$ cat src/rtl/tomasulo_pkg.sv
// rtl/tomasulo_pkg.sv - shared Tomasulo types plus reservation-station dispatch records
package tomasulo_pkg;

  localparam int WORD_W       = 32;
  localparam int TAG_W        = 4;
  localparam int ROBID_W      = 4;
  localparam int IMM_W        = 16;
  localparam int RS_N_DEFAULT = 4;

  typedef logic [WORD_W-1:0]  word_t;
  typedef logic [TAG_W-1:0]   tag_t;
  typedef logic [ROBID_W-1:0] robid_t;
  typedef logic [IMM_W-1:0]   imm_t;

  typedef enum logic [3:0] {
    OP_ADD, OP_SUB, OP_AND, OP_OR, OP_XOR, OP_NOT, OP_MOV0, OP_MOV1, OP_MOVI
  } opcode_t;

  typedef struct packed {
    logic  vld;
    tag_t  tag;
    word_t wdata;
  } cdb_t;

  typedef struct packed {
    opcode_t     op;
    imm_t        imm;
    robid_t      robid;
    tag_t        tag;
    word_t [1:0] rdata;
  } issue_t;

  typedef struct packed {
    logic  rdy;
    tag_t  tag;
    word_t data;
  } rs_src_t;

  typedef struct packed {
    opcode_t       op;
    imm_t          imm;
    robid_t        robid;
    tag_t          tag;
    rs_src_t [1:0] src;
  } rs_disp_t;

  // A pending source captures the broadcast value when its producer tag matches.
  function automatic rs_src_t src_snoop(rs_src_t s, cdb_t c);
    rs_src_t r;
    r = s;
    if (!s.rdy && c.vld && (c.tag == s.tag)) begin
      r.rdy  = 1'b1;
      r.data = c.wdata;
    end
    return r;
  endfunction

endpackage

$ cat src/rtl/tomasulo_rs_if.sv
// rtl/tomasulo_rs_if.sv - dispatch, broadcast and issue bundle of the reservation station
interface tomasulo_rs_if
  import tomasulo_pkg::*;
#(
  parameter int N = RS_N_DEFAULT
);
  logic                   disp_vld;
  rs_disp_t               disp;
  logic                   disp_rdy;
  cdb_t                   cdb_r;
  logic                   iss_vld;
  issue_t                 iss;
  logic [$clog2(N+1)-1:0] occ_r;

  modport master (
    output disp_vld, disp, cdb_r,
    input  disp_rdy, iss_vld, iss, occ_r
  );

  modport slave (
    input  disp_vld, disp, cdb_r,
    output disp_rdy, iss_vld, iss, occ_r
  );
endinterface

$ cat src/rtl/tomasulo_rs_age_matrix.sv
// rtl/tomasulo_rs_age_matrix.sv - relative-age tracker granting the oldest requesting entry
module tomasulo_rs_age_matrix #(
  parameter int N = 4
) (
  input  logic         clk,
  input  logic         rst,
  input  logic [N-1:0] alloc,
  input  logic [N-1:0] free,
  input  logic [N-1:0] req,
  output logic [N-1:0] grant
);
  // older[i][j] set means entry i was allocated before entry j.
  logic [N-1:0] older [N];

  always_ff @(posedge clk) begin
    if (rst) begin
      for (int i = 0; i < N; i++) older[i] <= '0;
    end else begin
      for (int i = 0; i < N; i++) begin
        for (int j = 0; j < N; j++) begin
          if (free[i] || free[j])
            older[i][j] <= 1'b0;
          else if (alloc[j] && (i != j))
            older[i][j] <= 1'b1;
          else if (alloc[i])
            older[i][j] <= 1'b0;
        end
      end
    end
  end

  always_comb begin
    grant = '0;
    for (int i = 0; i < N; i++) begin
      grant[i] = req[i];
      for (int j = 0; j < N; j++) begin
        if (req[j] && older[j][i]) grant[i] = 1'b0;
      end
    end
  end
endmodule

$ cat src/rtl/tomasulo_rs.sv
// rtl/tomasulo_rs.sv - reservation station: dispatch with CDB bypass, wakeup, oldest-ready issue
module tomasulo_rs
  import tomasulo_pkg::*;
#(
  parameter int N = RS_N_DEFAULT
) (
  input logic          clk,
  input logic          rst,
  tomasulo_rs_if.slave rs
);
  localparam int OW = $clog2(N + 1);

  rs_disp_t        ent [N];
  logic [N-1:0]    vld;
  logic [N-1:0]    elig;
  logic [N-1:0]    grant;
  logic [N-1:0]    alloc;
  logic [OW-1:0]   occ;
  logic            accept;
  logic            sel;
  logic            found;
  rs_disp_t        disp_w;
  rs_disp_t        sel_ent;
  issue_t          iss_n;

  assign rs.occ_r    = occ;
  assign rs.disp_rdy = (occ != OW'(N));
  assign accept      = rs.disp_vld & rs.disp_rdy;
  assign sel         = |grant;

  always_comb begin
    alloc = '0;
    found = 1'b0;
    for (int i = 0; i < N; i++) begin
      if (!vld[i] && !found) begin
        alloc[i] = accept;
        found    = 1'b1;
      end
    end
  end

  // Sources still pending at dispatch may be satisfied by this cycle's broadcast.
  always_comb begin
    disp_w = rs.disp;
    for (int s = 0; s < 2; s++) disp_w.src[s] = src_snoop(rs.disp.src[s], rs.cdb_r);
  end

  always_comb begin
    for (int i = 0; i < N; i++)
      elig[i] = vld[i] & ent[i].src[0].rdy & ent[i].src[1].rdy;
  end

  tomasulo_rs_age_matrix #(.N(N)) u_age (
    .clk   (clk),
    .rst   (rst),
    .alloc (alloc),
    .free  (grant),
    .req   (elig),
    .grant (grant)
  );

  always_comb begin
    sel_ent = '0;
    for (int i = 0; i < N; i++) begin
      if (grant[i]) sel_ent = ent[i];
    end
    iss_n.op       = sel_ent.op;
    iss_n.imm      = sel_ent.imm;
    iss_n.robid    = sel_ent.robid;
    iss_n.tag      = sel_ent.tag;
    iss_n.rdata[0] = sel_ent.src[0].data;
    iss_n.rdata[1] = sel_ent.src[1].data;
  end

  always_ff @(posedge clk) begin
    if (rst) begin
      vld        <= '0;
      occ        <= '0;
      rs.iss_vld <= 1'b0;
      rs.iss     <= '0;
    end else begin
      for (int i = 0; i < N; i++) begin
        if (alloc[i])
          vld[i] <= 1'b1;
        else if (grant[i])
          vld[i] <= 1'b0;
      end
      occ        <= occ + OW'(accept) - OW'(sel);
      rs.iss_vld <= sel;
      if (sel) rs.iss <= iss_n;
    end
  end

  // Payload needs no reset; validity alone decides whether an entry exists.
  always_ff @(posedge clk) begin
    for (int i = 0; i < N; i++) begin
      if (alloc[i]) begin
        ent[i] <= disp_w;
      end else if (vld[i]) begin
        for (int s = 0; s < 2; s++) ent[i].src[s] <= src_snoop(ent[i].src[s], rs.cdb_r);
      end
    end
  end
endmodule

$ cat src/flat_wrapper.sv
// flat-port wrapper written by rule: the top's interface ports become plain ports
module tomasulo_rs_flat import tomasulo_pkg::*;
#(
  parameter int N = RS_N_DEFAULT
)
  (clk, rst, rs_disp_vld, rs_disp, rs_cdb_r, rs_disp_rdy, rs_iss_vld, rs_iss, rs_occ_r);
  tomasulo_rs_if #(.N(N)) rs_i ();
  input logic clk;
  input logic rst;
  input wire logic [$bits(rs_i.disp_vld)-1:0] rs_disp_vld;
  input wire logic [$bits(rs_i.disp)-1:0] rs_disp;
  input wire logic [$bits(rs_i.cdb_r)-1:0] rs_cdb_r;
  output wire logic [$bits(rs_i.disp_rdy)-1:0] rs_disp_rdy;
  output wire logic [$bits(rs_i.iss_vld)-1:0] rs_iss_vld;
  output wire logic [$bits(rs_i.iss)-1:0] rs_iss;
  output wire logic [$bits(rs_i.occ_r)-1:0] rs_occ_r;
  assign rs_i.disp_vld = rs_disp_vld;
  assign rs_i.disp = rs_disp;
  assign rs_i.cdb_r = rs_cdb_r;
  assign rs_disp_rdy = rs_i.disp_rdy;
  assign rs_iss_vld = rs_i.iss_vld;
  assign rs_iss = rs_i.iss;
  assign rs_occ_r = rs_i.occ_r;
  tomasulo_rs #(.N(N)) u_core (.clk(clk), .rst(rst), .rs(rs_i));
endmodule
$ cat config.mk
export PLATFORM = sky130hd
export DESIGN_NAME = tomasulo_rs_flat
export DESIGN_NICKNAME = d
export VERILOG_FILES = /design/src/rtl/tomasulo_pkg.sv /design/src/rtl/tomasulo_rs_if.sv /design/src/rtl/tomasulo_rs_age_matrix.sv /design/src/rtl/tomasulo_rs.sv /design/src/flat_wrapper.sv
export SDC_FILE = /design/constraint.sdc
export NUM_CORES = 1
export LEC_CHECK = 0
export CAP_MARGIN = 10
export CORE_MARGIN = 4
export CORE_UTILIZATION = 35
export CTS_CLUSTER_DIAMETER = 120
export CTS_CLUSTER_SIZE = 16
export DETAILED_ROUTE_END_ITERATION = 16
export SLEW_MARGIN = 30
export SYNTH_ARGS = -nofsm -noshare
export SYNTH_HDL_FRONTEND = slang
export SYNTH_HIERARCHICAL = 1
export SYNTH_SLANG_ARGS = --single-unit
$ cat constraint.sdc
create_clock -name clk -period 9 [get_ports clk]
set_input_delay 1.8 -clock clk [delete_from_list [all_inputs] [get_ports clk]]
set_output_delay 1.8 -clock clk [all_outputs]
set_load 0.02 [all_outputs]
==> metrics.cfg, run 1 <==
[run_status]
status=finished clean

[placement]
gp_congestion=0.782
dp.final_hpwl_mm=38.0
io_buffers=238
dp_slack_ps=4200

[final_layout]
fill_cells=5941
layout-drive-gt1-share=0.158
fin_nets=1980
area_growth_pct=18.9

[worst_setup_path]
path_max_fanout=58
worstPathArrival_ps=5010
worstPathRequired_ps=9410
startpoint_type=flip-flop
endpoint_kind=flip-flop
rrSetupSlack_ps=4400
crit_type=flip-flop to flip-flop
reg2regPathDepth=14

[clocking]
cts_root_buf=clkbuf_16
cts_setup_buffers=0
htreeDepth=2
cts_resized=0
clk_latency_ps=570
ctsLongestPathBuffers=3
path_clk_slew_ps=70
cts_num_sinks=520
numCtsBuffers=38
ctsHoldBuffers=0
cts_tree=done

[synth]
synth_fp_nets=1810
syn-cell-area_um2=23000
yosys_warnings=6
synth_cells=1665
ys_seq_elements=520
async_reset_ff_frac=0
yosys_most_used_dff=edfxtp_1
synth-edff-count=420
yosysUniqueCellTypes=53
ys_seq_area_frac=0.636
synth.avg_cell_area_um2=13.8

[die]
io-pin-count=239
initial_core_util=0.355
die_w_um=264
coreArea_um2=64700
fp-row-count=93
dieArea_um2=69800
die_h_um=264

[routing]
drt-initial-drc-count=1247
post_drt_wl_per_cell_um=24.3
wirelength_mm=66.2
drtPass1Iterations=7
viasPerCell=5.50
vias=15000
drc=0
ant_nets=0

[timing]
rsz0062_at_grt=no
fin_crit_sh=0.511
tns_ps=0
period_needed_ps=4600
finalSetupViolCount=0
max_slew.worst_pin.slew_ps=937
worst_clock_skew_ps=22.8
final_max_slew_viol_count=0
relSlewSlack=0.375
fin_ws_ps=4400
max_freq_ghz=0.218
hold_viol_final=0

[min_path]
min_path_cells=2
hold_class=flip-flop to flip-flop

[power_and_ir_drop]
p_per_area_nw_per_um2=210
peakVddDrop_mv=0.114
p_leak_nw=9.68

[global_routing]
antenna_found_initial=11
grt_usage=0.181
grt_max_degree=80
grt_pass1_wl_mm=96.4
gr-total-overflow=0
grt_pass1_vias=14900

[job]
cap_violations=0

[layout by cell type, fill, tap and decap left out, drive strengths merged, types with 91 or more instances in the layout]
cell type and instances:
a21oi 105, a221o 92, a221oi 91, inv 109, nor2 110, edfxtp 420, clkdlybuf4s50 237, nor3 105
dfxtp 100, mux2 192
[power by group]
group / switching [mW] / leakage, nW / internal [mW]
combinational: 0.632 / 4.41 / 0.469
clock: 0.825 / 0.543 / 0.854
sequential: 0.0889 / 4.74 / 2.86
total: 1.55 / 9.68 / 4.19
[flip-flops by register name, indices dropped and copies added, names as in the netlist]
register	cells
u_core/ent	408
u_core/rs.iss	92
u_core/rs.iss_vld	1
u_core/rs.occ_r	3
u_core/u_age/older	12
u_core/vld	4
[cells by family (layout without fill, tap and decap cells)]
family / Yosys count / in the layout / share of synthesized area
compound gates: 382 / 382 / 0.134
xor+xnor: 39 / 39 / 0.0149
fa+ha+maj: 3 / 3 / 0.00196
buf+inv: 244 / 444 / 0.0457
flops: 520 / 520 / 0.636
mux: 193 / 193 / 0.109
other cells: 0 / 6 / 0
simple gates: 284 / 284 / 0.0583
[worst paths after layout]
| kind | from | end |
|---|---|---|
| max reg2reg | u_core/vld[0] | u_core/rs.occ_r[2] |
| min | u_core/rs.iss[9] | u_core/rs.iss[9] |
| min reg2reg | u_core/rs.iss[9] | u_core/rs.iss[9] |
| max | u_core/vld[0] | u_core/rs.occ_r[2] |
[per-layer routing]
metal,global-route usage,wire [um],share of wire
met5,0,35,0.00053
met4,0.0527,1470,0.022
met3,0.0380,4240,0.064
met2,0.309,32900,0.50
met1,0.233,27500,0.42
[layout make-up]
cell class,instances,area (um^2),area share
Clock inverter,1,8.76,0.000321
Tap cell,855,1070,0.0392
Sequential cell,520,14600,0.535
Antenna cell,6,15.0,0.000550
Multi-Input combinational cell,901,7480,0.274
Timing Repair Buffer,266,2590,0.0949
Clock buffer,69,1130,0.0414
Inverter,108,408,0.0149
[stage by stage]
stage / std cells / hold slack (ps) / total power, mW / utilization / area [um^2]
2_1_floorplan: 1665 / 557 / 3.63 / - / 23000
3_3_place_gp: 2650 / 476 / 4.09 / 0.404 / 26100
3_5_place_dp: 2650 / 480 / 4.12 / 0.404 / 26200
4_1_cts: 2720 / 494 / 5.81 / 0.422 / 27300
5_1_grt: 2723 / 509 / 5.98 / 0.422 / 27300
6_report: 2726 / 493 / 5.73 / 0.422 / 27300
[Yosys cell counts (all sizes together) (3+ instances only)]
cell type	n	share of area
a211oi	5	0.0016
a21oi	105	0.025
a221o	92	0.040
a221oi	91	0.035
a22o	64	0.024
a22oi	4	0.0013
a31o	4	0.0015
and2	4	0.0011
and3	11	0.0030
buf	43	0.013
clkbuf	93	0.015
dfxtp	100	0.087
edfxtp	420	0.55
inv	108	0.018
mux2	192	0.11
nand2	25	0.0041
nand2b	4	0.0011
nand3	3	0.00065
nand4	4	0.0011
nor2	110	0.018
nor2b	6	0.0016
nor3	105	0.024
o21ai	7	0.0015
or3b	4	0.0015
xnor2	15	0.0057
xor2	24	0.0091
[worst max-delay path: stages, from the launching register on]
cell and delay [ps]:
dfxtp_1 790, and3_1 380, nand2_1 90, and3_4 400, nor4_2 330, buf_4 730, inv_4 310, ha_1 380
inv_1 50, ha_1 130, inv_1 50, fa_1 400, xor2_1 170, xnor2_1 140, nor2_1 50
Power figures use the tool's default switching activity.
==> run 2: changes to the inputs <==
==> constraint.sdc (replaced) <==
create_clock -name clk -period 4.5 [get_ports clk]
set_input_delay 0.9 -clock clk [delete_from_list [all_inputs] [get_ports clk]]
set_output_delay 0.9 -clock clk [all_outputs]
set_load 0.02 [all_outputs]
==> run 2 against run 1 <==
Net effect: largest cell class unchanged; global-route usage grew 0.18 points; clock-buffer cell count shrank 4; maximum frequency grew 28%; final cell count grew 0.37%; power grew 100%; first-iteration DRC count grew 8.2%; critical endpoint unchanged; sequential share of layout area shrank 0.33 points; largest power group unchanged.
==> metrics.cfg, run 2 (synthesized netlist as in run 1, its figures left out) <==
[clocking]
htreeDepth=2
cts_resized=0
numCtsBuffers=38
cts_root_buf=clkbuf_16
clk_latency_ps=570
ctsLongestPathBuffers=3
path_clk_slew_ps=70
ctsHoldBuffers=0
cts_num_sinks=520
cts_tree=done
cts_setup_buffers=0

[routing]
vias=15000
viasPerCell=5.50
wirelength_mm=66.7
drt-initial-drc-count=1349
post_drt_wl_per_cell_um=24.4
drc=0
ant_nets=0
drtPass1Iterations=5

[final_layout]
area_growth_pct=19.7
regMostFlops=u_core/ent
final_cell_mix=edfxtp_1 (420), clkdlybuf4s50_1 (237), inv_1 (107), nor2_1 (107), nor3_1 (103)
fin_nets=1995
layout-drive-gt1-share=0.165
largestRegisters=u_core/ent (408), u_core/rs.iss (92), u_core/u_age/older (12)
largest_register_ffs=408
fin_area_um2=27500
layout_commonest_cell=edfxtp_1

[die]
die_w_um=264
fp-row-count=93
io-pin-count=239
initial_core_util=0.355
die_h_um=264
dieArea_um2=69800
coreArea_um2=64700

[min_path]
hold_class=flip-flop to flip-flop

[timing]
tns_ps=0
worst_clock_skew_ps=16.7
max_freq_ghz=0.278
rsz0062_at_grt=no
max_slew.worst_pin.slew_ps=1040
finalSetupViolCount=0
relSlewSlack=0.307
final_max_slew_viol_count=0
hold_viol_final=0
period_needed_ps=3590
fin_crit_sh=0.798

[worst_setup_path]
crit_type=flip-flop to flip-flop
worstPathRequired_ps=4920
startpoint_type=flip-flop
path_max_fanout=39
worstPathArrival_ps=4010
endpoint_kind=flip-flop

[run_status]
status=finished clean

[power_and_ir_drop]
peakVddDrop_mv=0.233
sw_frac_of_total=0.272
comb_power_share=0.196
internal-power_mw=8.34
p_clk_frac=0.289
power_frac_seq=0.516
switchingPower_mw=3.11
p_leak_nw=9.78
p_per_area_nw_per_um2=417

[global_routing]
gr-total-overflow=0
antenna_found_initial=8
grt_usage=0.183
grt_pass1_wl_mm=98.2
grt_max_degree=191
grt_pass1_vias=15000

[job]
cap_violations=0

[placement]
gp_congestion=0.786
io_buffers=238
dp.final_hpwl_mm=40.1
place_area_um2=26400

-- run 2: worst max-delay path: stages, from the launching register on --
cell     delay (ps)
dfxtp_1         720
and3_1          350
a22oi_1          90
and3_4          350
nor4_2          540
inv_4            50
ha_1            300
inv_1            60
ha_1            130
inv_1            50
fa_1            390
xor2_1          190
xnor2_1         150
nor2_1           60
-- run 2: power by group through the flow --
stage               combinational (mW)  clock [mW]  sequential, mW
finish                            2.24        3.31            5.91
floorplan                         1.09           0            6.16
detailed placement                2.25           0            6.02
CTS                               2.26        3.40            5.91
global route                      2.40        3.59            5.95
global placement                  2.22           0            6.01
-- run 2: area by class of cell --
cell class / count / area (um^2)
fill: 5958 / 37200
sequential: 520 / 14600
multi-input combinational: 901 / 7450
timing repair buffer: 281 / 2850
clock buffer: 65 / 1080
tap: 855 / 1070
inverter: 108 / 408
clock inverter: 3 / 18.8
antenna: 3 / 7.51
-- run 2: through the flow --
stage | cells | hold WS [ps] | utilization | power, mW | worst slack (ps)
5_1_grt | 2736 | 514 | 0.425 | 11.9 | 628
6_report | 2736 | 489 | 0.425 | 11.5 | 907
2_1_floorplan | 1665 | 557 | - | 7.25 | 125
3_5_place_dp | 2665 | 479 | 0.408 | 8.27 | 804
4_1_cts | 2733 | 492 | 0.425 | 11.6 | 914
3_3_place_gp | 2663 | 476 | 0.407 | 8.22 | 849
-- run 2: routing by layer --
layer | vias to the layer above | global-route usage | part of all wire
met4 | 10 | 0.0485 | 0.022
li1 | 6805 | - | -
met5 | - | 0 | 0.00096
met2 | 451 | 0.306 | 0.48
met3 | 99 | 0.0348 | 0.060
met1 | 7672 | 0.245 | 0.43
-- run 2: worst paths after layout --
| path | endpoint | start | slack (ps) | cells after the start |
|---|---|---|---|---|
| min reg2reg | u_core/rs.iss[85] | u_core/rs.iss[85] | 490 | 2 |
| min | u_core/rs.iss[85] | u_core/rs.iss[85] | 490 | 2 |
| max reg2reg | u_core/rs.occ_r[2] | u_core/vld[3] | 910 | 13 |
| max | u_core/rs.occ_r[2] | u_core/vld[3] | 910 | 13 |
